[config.mk]
export PLATFORM = sky130hd
export DESIGN_NAME = pcm_capture_fifo_flat
export DESIGN_NICKNAME = d
export VERILOG_FILES = /design/src/rtl/pcm_capture_fifo_if.sv /design/src/rtl/pcm_capture_fifo.sv /design/src/flat_wrapper.sv
export SDC_FILE = /design/constraint.sdc
export NUM_CORES = 1
export LEC_CHECK = 0
export CORE_MARGIN = 8
export CORE_UTILIZATION = 60
export DETAILED_ROUTE_END_ITERATION = 7
export DONT_BUFFER_PORTS = 1
export PLACE_DENSITY_LB_ADDON = 0.05
export SYNTH_ARGS = -nofsm -noshare
export SYNTH_HDL_FRONTEND = slang
export SYNTH_SLANG_ARGS = --single-unit
[constraint.sdc]
create_clock -name clk_i -period 8.3 [get_ports clk_i]
set_input_delay 2.49 -clock clk_i [delete_from_list [all_inputs] [get_ports clk_i]]
set_output_delay 2.49 -clock clk_i [all_outputs]
set_load 0.02 [all_outputs]
[src/rtl/pcm_capture_fifo_if.sv]
// ---------------------------------------------------------------------------
// pcm_capture_fifo_if
//
// Purpose:
//   Read-side stream bus of the PCM capture FIFO. The FIFO presents its head
//   sample with a valid flag. The consumer answers with ready. A sample moves
//   on every cycle where valid and ready are both high.
//
// Signals:
//   m_valid_o  head sample available (driven by the FIFO)
//   m_data_o   head sample, DW bits, signed two's complement (driven by FIFO)
//   m_ready_i  consumer accepts the head sample (driven by the consumer)
//
// Modports:
//   master  FIFO side   : drives m_valid_o and m_data_o, samples m_ready_i
//   slave   consumer    : samples m_valid_o and m_data_o, drives m_ready_i
// ---------------------------------------------------------------------------
interface pcm_capture_fifo_if #(
  parameter int DW = 16
);
  logic          m_valid_o;
  logic [DW-1:0] m_data_o;
  logic          m_ready_i;

  modport master (
    output m_valid_o,
    output m_data_o,
    input  m_ready_i
  );

  modport slave (
    input  m_valid_o,
    input  m_data_o,
    output m_ready_i
  );
endinterface

[src/rtl/pcm_capture_fifo.sv]
// ---------------------------------------------------------------------------
// pcm_capture_fifo
//
// Purpose:
//   Captures PCM samples from the decimation filter into a first-word
//   fall-through FIFO. The FIFO has a sticky overflow flag. It also has a
//   peak-magnitude tracker. Everything runs on the single PDM-domain clock.
//
// Parameters:
//   DEPTH  number of FIFO entries. Must be a power of two, from 4 to 256.
//   DW     sample width in bits, signed two's complement.
//
// Ports:
//   clk_i       block clock. All logic uses its rising edge.
//   rst_i       synchronous, active-high reset. It overrides every other input.
//   fs_i        sample strobe, one cycle per PCM sample
//   data_i      PCM sample, qualified by fs_i
//   en_i        capture enable. Strobed samples are ignored while this is low.
//   flush_i     synchronous flush. The FIFO is empty on the next cycle.
//   m           read-side stream bus (m_valid_o / m_data_o / m_ready_i)
//   count_o     current occupancy, 0..DEPTH
//   ovf_o       sticky overflow. Set when a qualified sample hits a full FIFO.
//   clr_ovf_i   clears ovf_o. A coincident new overflow takes priority.
//   peak_o      largest |sample| seen since the last clear, saturated
//   clr_peak_i  restarts the peak from the current sample, or from 0
//
// All outputs are registered. m_data_o is a head register. It is reloaded
// from the storage array whenever the head pointer moves. It is loaded
// straight from data_i when the incoming sample becomes the new head. This
// gives one-cycle push-to-valid latency without a combinational path from
// the memory to the port.
// ---------------------------------------------------------------------------
module pcm_capture_fifo #(
  parameter int DEPTH = 32,
  parameter int DW    = 16
) (
  input  logic                    clk_i,
  input  logic                    rst_i,
  input  logic                    fs_i,
  input  logic [DW-1:0]           data_i,
  input  logic                    en_i,
  input  logic                    flush_i,
  pcm_capture_fifo_if.master      m,
  output logic [$clog2(DEPTH):0]  count_o,
  output logic                    ovf_o,
  input  logic                    clr_ovf_i,
  output logic [DW-2:0]           peak_o,
  input  logic                    clr_peak_i
);

  localparam int AW = $clog2(DEPTH);

  localparam logic [AW:0]   FULL_COUNT = (AW+1)'(DEPTH);
  localparam logic [AW:0]   ZERO_COUNT = {(AW+1){1'b0}};
  localparam logic [AW:0]   ONE_COUNT  = {{AW{1'b0}}, 1'b1};
  localparam logic [AW-1:0] ZERO_PTR   = {AW{1'b0}};
  localparam logic [AW-1:0] ONE_PTR    = {{(AW-1){1'b0}}, 1'b1};
  localparam logic [DW-1:0] ZERO_DATA  = {DW{1'b0}};
  localparam logic [DW-2:0] ZERO_MAG   = {(DW-1){1'b0}};

  // Saturating magnitude of a signed sample.
  // The most negative code has no positive twin, so it clips to the largest
  // positive value. For every other negative code, the low DW-1 bits of
  // ~d + 1 are exactly |d|, because |d| fits in DW-1 bits.
  function automatic logic [DW-2:0] sat_mag(input logic [DW-1:0] d);
    logic [DW-2:0] neg;
    neg = ~d[DW-2:0] + {{(DW-2){1'b0}}, 1'b1};
    if (d[DW-1] == 1'b0) begin
      sat_mag = d[DW-2:0];
    end else if (d[DW-2:0] == ZERO_MAG) begin
      sat_mag = {(DW-1){1'b1}};
    end else begin
      sat_mag = neg;
    end
  endfunction

  // Storage and pointers
  logic [DW-1:0] mem [0:DEPTH-1];
  logic [AW-1:0] wr_ptr;
  logic [AW-1:0] rd_ptr;

  // Next-state and qualifier signals
  logic          pop;
  logic          qual;
  logic          push;
  logic          sample;
  logic          drop;
  logic [AW-1:0] wr_ptr_next;
  logic [AW-1:0] rd_ptr_next;
  logic [AW:0]   count_next;
  logic [DW-1:0] head_next;
  logic [DW-2:0] mag;

  // Push/pop qualification and next pointer, count and head values
  always_comb begin
    pop         = m.m_valid_o & m.m_ready_i & ~flush_i;
    qual        = fs_i & en_i & ~flush_i;
    // A full FIFO still accepts a sample when the head leaves in the same cycle.
    push        = qual & ((count_o != FULL_COUNT) | pop);
    drop        = qual & ~push;
    // The peak tracker sees every enabled sample, even if it is dropped or flushed.
    sample      = fs_i & en_i;
    mag         = sat_mag(data_i);

    wr_ptr_next = wr_ptr;
    rd_ptr_next = rd_ptr;
    count_next  = count_o;
    head_next   = m.m_data_o;

    if (flush_i) begin
      wr_ptr_next = ZERO_PTR;
      rd_ptr_next = ZERO_PTR;
      count_next  = ZERO_COUNT;
      head_next   = m.m_data_o;
    end else begin
      if (push) begin
        wr_ptr_next = wr_ptr + ONE_PTR;
      end else begin
        wr_ptr_next = wr_ptr;
      end

      if (pop) begin
        rd_ptr_next = rd_ptr + ONE_PTR;
      end else begin
        rd_ptr_next = rd_ptr;
      end

      case ({push, pop})
        2'b10:   count_next = count_o + ONE_COUNT;
        2'b01:   count_next = count_o - ONE_COUNT;
        default: count_next = count_o;
      endcase

      // If the FIFO holds exactly one entry after this cycle and a push happened,
      // that entry is the incoming sample. It is not in memory yet, so bypass it.
      // Otherwise a moving head pointer reads an entry that is already stored.
      if (push && (count_next == ONE_COUNT)) begin
        head_next = data_i;
      end else if (pop) begin
        head_next = mem[rd_ptr_next];
      end else begin
        head_next = m.m_data_o;
      end
    end
  end

  // Sample storage. It is not reset, and writes are suppressed during reset.
  always_ff @(posedge clk_i) begin
    if (push && !rst_i) begin
      mem[wr_ptr] <= data_i;
    end
  end

  // Pointer, occupancy, valid and head-sample registers
  always_ff @(posedge clk_i) begin
    if (rst_i) begin
      wr_ptr      <= ZERO_PTR;
      rd_ptr      <= ZERO_PTR;
      count_o     <= ZERO_COUNT;
      m.m_valid_o <= 1'b0;
      m.m_data_o  <= ZERO_DATA;
    end else begin
      wr_ptr      <= wr_ptr_next;
      rd_ptr      <= rd_ptr_next;
      count_o     <= count_next;
      m.m_valid_o <= (count_next != ZERO_COUNT);
      m.m_data_o  <= head_next;
    end
  end

  // Sticky overflow. A new drop wins over a same-cycle clear.
  always_ff @(posedge clk_i) begin
    if (rst_i) begin
      ovf_o <= 1'b0;
    end else if (drop) begin
      ovf_o <= 1'b1;
    end else if (clr_ovf_i) begin
      ovf_o <= 1'b0;
    end else begin
      ovf_o <= ovf_o;
    end
  end

  // Peak-magnitude hold. A clear restarts from the current sample, or from 0.
  always_ff @(posedge clk_i) begin
    if (rst_i) begin
      peak_o <= ZERO_MAG;
    end else if (clr_peak_i) begin
      peak_o <= sample ? mag : ZERO_MAG;
    end else if (sample && (mag > peak_o)) begin
      peak_o <= mag;
    end else begin
      peak_o <= peak_o;
    end
  end

endmodule
[src/flat_wrapper.sv]
// flat-port wrapper written by rule: the top's interface ports become plain ports
module pcm_capture_fifo_flat 
#(
  parameter int DEPTH = 32,
  parameter int DW    = 16
)
  (clk_i, rst_i, fs_i, data_i, en_i, flush_i, count_o, ovf_o, clr_ovf_i, peak_o, clr_peak_i, m_m_valid_o, m_m_data_o, m_m_ready_i);
  pcm_capture_fifo_if #(.DW(DW)) m_i ();
  input  logic clk_i;
  input  logic rst_i;
  input  logic fs_i;
  input  logic [DW-1:0] data_i;
  input  logic en_i;
  input  logic flush_i;
  output logic [$clog2(DEPTH):0] count_o;
  output logic ovf_o;
  input  logic clr_ovf_i;
  output logic [DW-2:0] peak_o;
  input  logic clr_peak_i;
  output wire logic [$bits(m_i.m_valid_o)-1:0] m_m_valid_o;
  output wire logic [$bits(m_i.m_data_o)-1:0] m_m_data_o;
  input wire logic [$bits(m_i.m_ready_i)-1:0] m_m_ready_i;
  assign m_m_valid_o = m_i.m_valid_o;
  assign m_m_data_o = m_i.m_data_o;
  assign m_i.m_ready_i = m_m_ready_i;
  pcm_capture_fifo #(.DEPTH(DEPTH), .DW(DW)) u_core (.clk_i(clk_i), .rst_i(rst_i), .fs_i(fs_i), .data_i(data_i), .en_i(en_i), .flush_i(flush_i), .m(m_i), .count_o(count_o), .ovf_o(ovf_o), .clr_ovf_i(clr_ovf_i), .peak_o(peak_o), .clr_peak_i(clr_peak_i));
endmodule
==> impl_metrics.json <==
{
  "clk_pin_slew_ns": 0.06,
  "synth_edf_count": 512,
  "clock_skew_ns": 0.0201,
  "nets": 1952,
  "leakage_nw": 8.91,
  "firstDrtPassIters": 6,
  "hpwl_mm": 40.5,
  "worst_ep_arrival_time_ns": 6.87,
  "outcome": "completed",
  "track_usage_pct": 28.4,
  "drive_above_1_share_pct": 9.80,
  "yosysUniqueCellTypes": 77,
  "drt-initial-drc-count": 2271,
  "syn_to_final_growth_pct": 10.3,
  "rsz0062_at_grt": "false",
  "chipWidth_microns": 220,
  "htree_num_levels": 2,
  "max_slew.worst_pin.slew_ns": 1.39,
  "ctsResizeCount": 0,
  "async_reset_ff_share_pct": 0,
  "seq_area_frac_synth_pct": 65.7,
  "viasPerCell": 6.80,
  "p_sw_w": 0.00117,
  "maxCapViolations": 0,
  "dieArea_sq_mm": 0.0482,
  "synth_nets": 1969,
  "slew_violations": 0,
  "seq_power_share_pct": 53.0,
  "peakVddDrop_mv": 0.195,
  "grt_first_pass_wirelength_mm": 102,
  "critPathLaunchType": "primary input",
  "cts_root_buf": "clkbuf_16",
  "cts.sinks": 561,
  "ant_nets": 0,
  "row_count": 74,
  "fin_crit_sh_pct": 76.5,
  "synth_area_leaders": "edfxtp_1 62%, mux2i_1 5.3%, nand2_1 4.3%",
  "postCtsSetupBuffers": 0,
  "worst_slack_ns": 1.95,
  "hold_class": "register to register",
  "fin_util_pct": 67.0,
  "netlist_area_sq_mm": 0.0249,
  "setup_viol": 0,
  "min-delay-start": "u_core.wr_ptr[1]",
  "p_int_w": 0.00470,
  "netlist_instances": 1919,
  "ctsHoldBuffers": 0,
  "ys_ff_latch": 561,
  "antenna_found_initial": 2,
  "grt_start_max_net_pins": 159,
  "critPathRequiredTime_ns": 8.82,
  "grt-ovfl-total": 0,
  "core_sq_mm": 0.0409,
  "synth_warnings": 0,
  "tritoncts": "yes",
  "worstSetupPathType": "primary input to register",
  "fin_crit_ns": 6.35,
  "crit_start": "data_i[1]",
  "crit_fanout": 37,
  "p_sw_share_pct": 19.9,
  "drt-total-wl_mm": 68.7,
  "synthFlopType": "edfxtp_1",
  "max_clock_freq_mhz": 157,
  "post-place-ws_ns": 1.43,
  "clkPwrFrac_pct": 44.8,
  "dr_wl_met3_mm": 6.22,
  "wl_per_cell_microns": 27.7,
  "io_buffers": 0,
  "avgSynthCellArea_sq_um": 13.0,
  "synth_top_area_share_pct": 61.8,
  "cts_buffer_depth": 3,
  "io_pins": 63,
  "top_layer_used": "met4",
  "fin_tns_setup_ns": 0,
  "die_h_microns": 220,
  "dr_wl_met2_mm": 32.1,
  "routabilityCongestion": 0.889,
  "numCtsBuffers": 56,
  "power_density_mw_per_mm2": 214,
  "whs_ns": 0.540,
  "power_frac_comb_pct": 2.2,
  "hold_violations": 0,
  "synth_area_leader_cell": "edfxtp_1",
  "insertion_delay_ns": 0.62,
  "r2r_start": "u_core.rd_ptr[0]",
  "place_inst": 2376,
  "wl_met1_mm": 27.7,
  "num_vias": 16900,
  "stdcell_count": 2482,
  "slew_headroom_pct": 5.05,
  "drc_errors": 0,
  "grt_pass1_vias": 16200,
  "crit_path_end_kind": "register",
  "start_util_pct": 60.8
}
[per-layer routing]
layer | global-route usage [%] | vias to the layer above
li1 | - | 7478
met2 | 44.1 | 838
met5 | 0 | -
met3 | 4.57 | 139
met1 | 39.8 | 8419
met4 | 11.9 | 0
[cells in the mapped netlist (12+ instances only)]
cell type	n
edfxtp_1	512
nand2_1	287
mux2i_1	132
nand3_1	94
clkbuf_1	88
nor2_1	79
o21ai_0	68
o22ai_1	52
o221ai_1	50
dfxtp_1	49
a21oi_1	37
buf_2	37
nor3_1	36
a221oi_1	32
a32oi_1	27
ha_1	25
inv_1	24
nand2b_1	17
a22oi_1	16
o21ai_1	14
buf_1	12
nand4_1	12
o2111ai_1	12
[registers in the layout, indices dropped and copies added (netlist names)]
register and cells:
u_core.count_o 6, u_core.m.m_data_o 16, u_core.peak_o 15, u_core.ovf_o 1, u_core.rd_ptr 5, u_core.wr_ptr 5, u_core.m.m_valid_o 1, u_core.mem 512
[cells by family after synthesis]
family,count (synthesis),synth area share [%]
buffers and inverters,162,2.66
xor gates and xnor gates,15,0.558
AOI/OAI and AO/OA,415,12.2
DFF,561,65.7
muxes,153,6.77
and+or+nand+nor,587,10.7
adders and majority gates,26,1.34
[metrics by stage]
step | power [W] | cell area, sq um
CTS | 0.00589 | 27400
global placement | 0.00330 | 25500
global route | 0.00601 | 27400
floorplan | 0.00327 | 24900
detailed placement | 0.00330 | 25500
finish | 0.00587 | 27400
[final cells by class]
class                      count  area [sq um]
inverter                      24          90.1
sequential                   561         16400
tap                          532           666
fill                        2929         13500
clock buffer                  65          1460
timing repair buffer          63           498
clock inverter                40           450
antenna                        1          2.50
multi-input combinational   1196          7910
[critical path, cell delays in order]
cell	delay [ns]
inv_1	0.07
ha_1	0.17
or3b_2	0.50
nand4b_1	0.28
nor3_1	0.67
buf_4	0.27
nand2b_1	0.23
o21ai_0	0.10
o21ai_1	0.13
ha_1	0.29
a21o_1	0.16
a21oi_1	0.16
nor4_1	0.06
a2111oi_0	0.42
o221ai_1	0.19
o21ai_1	0.11
buf_4	0.29
mux2i_1	0.25
[cell usage in the layout (no fill, tap or decap), types with 10 or more instances in the layout]
cell       synthesis  layout
a21oi_1           37      37
a221oi_1          32      32
a22oi_1           16      16
a311oi_1          10      10
a32o_1            10      10
a32oi_1           27      27
and3_1            10      10
buf_4              0      61
bufinv_16          0      10
clkbuf_16          0      57
clkinv_1           0      12
clkinv_2           0      13
dfxtp_1           49      47
edfxtp_1         512     512
ha_1              25      24
inv_1             24      24
mux2i_1          132     132
mux4_2            11      11
nand2_1          287     287
nand2b_1          17      17
nand3_1           94      94
nand4_1           12      12
nor2_1            79      78
nor2b_1           11      11
nor3_1            36      36
o2111ai_1         12      12
o21ai_0           68      68
o21ai_1           14      14
o221ai_1          50      50
o22ai_1           52      52
o31ai_1           10      10
o41ai_1           11      11
[worst paths after layout]
path,cells past startpoint,slack (ns),endpoint
hold / removal,2,0.54,u_core.wr_ptr[1]
setup reg to reg,12,3.96,u_core.m.m_data_o[9]
setup / recovery,18,1.95,u_core.peak_o[2]
hold reg to reg,2,0.54,u_core.wr_ptr[1]
[power groups by stage]
stage                     registers (W)  clock network (W)  logic [W]
after floorplan                 0.00317                  0   0.000100
final                           0.00311            0.00263   0.000128
after global placement          0.00317                  0   0.000124
after CTS                       0.00311            0.00265   0.000127
after global routing            0.00311            0.00276   0.000142
after detailed placement        0.00317                  0   0.000126
No activity file was read; power rests on OpenSTA's default activity.
==> RTL edit: new RTL, same settings <==
Put one more register stage on the output `count_o`, with the module's reset. The value now appears one clock later. The other outputs are not delayed to match.
--- a/src/rtl/pcm_capture_fifo.sv
+++ b/src/rtl/pcm_capture_fifo.sv
@@ -59,4 +59,6 @@
   localparam logic [DW-2:0] ZERO_MAG   = {(DW-1){1'b0}};
 
+  logic [$clog2(DEPTH):0] count_s0;
+
   // Saturating magnitude of a signed sample.
   // The most negative code has no positive twin, so it clips to the largest
@@ -97,5 +99,5 @@
     qual        = fs_i & en_i & ~flush_i;
     // A full FIFO still accepts a sample when the head leaves in the same cycle.
-    push        = qual & ((count_o != FULL_COUNT) | pop);
+    push        = qual & ((count_s0 != FULL_COUNT) | pop);
     drop        = qual & ~push;
     // The peak tracker sees every enabled sample, even if it is dropped or flushed.
@@ -105,5 +107,5 @@
     wr_ptr_next = wr_ptr;
     rd_ptr_next = rd_ptr;
-    count_next  = count_o;
+    count_next  = count_s0;
     head_next   = m.m_data_o;
 
@@ -127,7 +129,7 @@
 
       case ({push, pop})
-        2'b10:   count_next = count_o + ONE_COUNT;
-        2'b01:   count_next = count_o - ONE_COUNT;
-        default: count_next = count_o;
+        2'b10:   count_next = count_s0 + ONE_COUNT;
+        2'b01:   count_next = count_s0 - ONE_COUNT;
+        default: count_next = count_s0;
       endcase
 
@@ -157,5 +159,5 @@
       wr_ptr      <= ZERO_PTR;
       rd_ptr      <= ZERO_PTR;
-      count_o     <= ZERO_COUNT;
+      count_s0    <= ZERO_COUNT;
       m.m_valid_o <= 1'b0;
       m.m_data_o  <= ZERO_DATA;
@@ -163,5 +165,5 @@
       wr_ptr      <= wr_ptr_next;
       rd_ptr      <= rd_ptr_next;
-      count_o     <= count_next;
+      count_s0    <= count_next;
       m.m_valid_o <= (count_next != ZERO_COUNT);
       m.m_data_o  <= head_next;
@@ -195,3 +197,11 @@
   end
 
+  always_ff @(posedge clk_i) begin
+    if (rst_i) begin
+      count_o <= '0;
+    end else begin
+      count_o <= count_s0;
+    end
+  end
+
 endmodule
Behaviour: not the same (a bounded check fails within 4 cycles, from zero or initial values and one cycle with rst_i high).
==> RTL edit against the original RTL <==
Area after synthesis shrank 0.64%; clock skew grew 0.031 ns; sequential cell count grew 6; die area shrank 0.60%; critical endpoint unchanged; design area shrank 0.54%; routed wire length shrank 3.7%; setup slack gained 0.33 ns; total power shrank 1.9%.
==> RTL edit: results <==
[setup_path]
rr_startpoint = "u_core.m.m_valid_o$_SDFF_PP0_"
critPathMaxFanout = 36
cpMaxStageDelayCell = "o21ai_1"
cp_top_family = "compound AO/OA/AOI/OAI gates"
critPathMaxStageDelay_ns = 0.93
setup.worst_path.start = "data_i[0]"

[global_route]
grt_pass1_vias = 14900
grt_start_max_net_pins = 59
grt_overflow = 0
grt_pass1_wl_mm = 97.6
grt_util_all_layers_pct = 27.7
antenna_found_initial = 0

[detailed_routing]
initialDrtViolationCount = 1823
dr.pass1.iters = 5
ant_nets = 0
drt_wl_total_mm = 66.2
routed_via_density = 6.81

[synth]
yosysWarnings = 0
ys_seq_area_share_pct = 66.7
synth_edf_count = 512
synth.distinct_cells = 81
ys_top_cells_by_count = "512 x edfxtp_1, 171 x nand2_1, 106 x mux2i_1"
synthTopCellsByArea = "edfxtp_1 62%, mux4_2 6.5%, dfxtp_1 4.5%, mux2i_1 4.3%, nand2_1 2.6%"
syn_avg_cell_area_sq_um = 14.8

[outcome]
status = "completed"

[placed_design]
dp_cells = 2149
gp_congestion = 0.896
place_ws_ns = 1.77
placed_area_sq_mm = 0.0255
io_buffers = 0
dpl.hpwl_mm = 39.6

[cells_and_area]
fin_nets = 1724
drive_gt1_share_pct = 14.9
fin_cells = 2253
reg.largest.list = "u_core.mem x512, u_core.m.m_data_o x16, u_core.peak_o x15"

[clock_network]
cts_resized = 0
postCtsSetupBuffers = 0
cts.htree.levels = 2
worstSkewPairLatency_ns = 0.64
cts_buffers = 55

[sta]
fin_setup_tns_ns = 0
fin_worst_skew_ns = 0.0512
worstMarginPinSlew_ns = 1.17

[power]
ir_drop_mv = 0.214
p_int_mw = 4.59
swShare_pct = 20.4
seqPwrFrac_pct = 54.6
clock_power_share_pct = 43.2
p_leak_nw = 8.63

[hold_path]
min_from = "u_core.count_s0[2]$_SDFF_PP0_"
RTL edit: changes by cell type after synthesis, moves of 19 or more:
| cell | delta |
|---|---|
| o21ai_0 | -44 |
| o22ai_1 | -47 |
| nand3_1 | -44 |
| a221oi_1 | -27 |
| o221ai_1 | -30 |
| mux4_2 | +60 |
| nor3_1 | -23 |
| nor2b_1 | +23 |
| mux2i_1 | -26 |
| buf_2 | -19 |
| nand4_1 | +20 |
| nand2_1 | -116 |
RTL edit: per-layer routing:
layer,vias up,part of all wire (%),GRT usage [%]
li1,6626,-,-
met1,7812,40,37.4
met2,747,47,43.8
met3,164,8.6,4.50
met4,0,4.8,13.1
met5,-,0,0
RTL edit: cells by family (layout without fill, tap and decap cells):
logic type | count (synthesis) | in the layout | synth area share (%)
mux | 185 | 185 | 11.1
buf+inv | 131 | 185 | 2.19
compound gates | 279 | 279 | 8.74
other cells | 0 | 1 | 0
xor+xnor | 19 | 19 | 0.734
simple gates | 459 | 459 | 9.20
fa+ha+maj | 26 | 26 | 1.35
flops | 567 | 567 | 66.7
RTL edit: layout make-up:
class                           count  area (sq um)
Sequential cell                   567         16500
Fill cell                        2849         13500
Multi-Input combinational cell    968          7800
Clock buffer                       72          1470
Tap cell                          532           666
Timing Repair Buffer               56           433
Clock inverter                     31           338
Inverter                           26          97.6
Antenna cell                        1          2.50
RTL edit: path summary, 6_finish.rpt:
check | end | slack, ns | cells after the start
worst max register to register | u_core.m.m_data_o[6]$_SDFFE_PP0P_ | 3.92 | 11
worst max-delay path | u_core.peak_o[2]$_SDFFE_PP0P_ | 2.28 | 16
worst min-delay path | u_core.count_o[2]$_SDFF_PP0_ | 0.52 | 1
worst min register to register | u_core.count_o[2]$_SDFF_PP0_ | 0.52 | 1
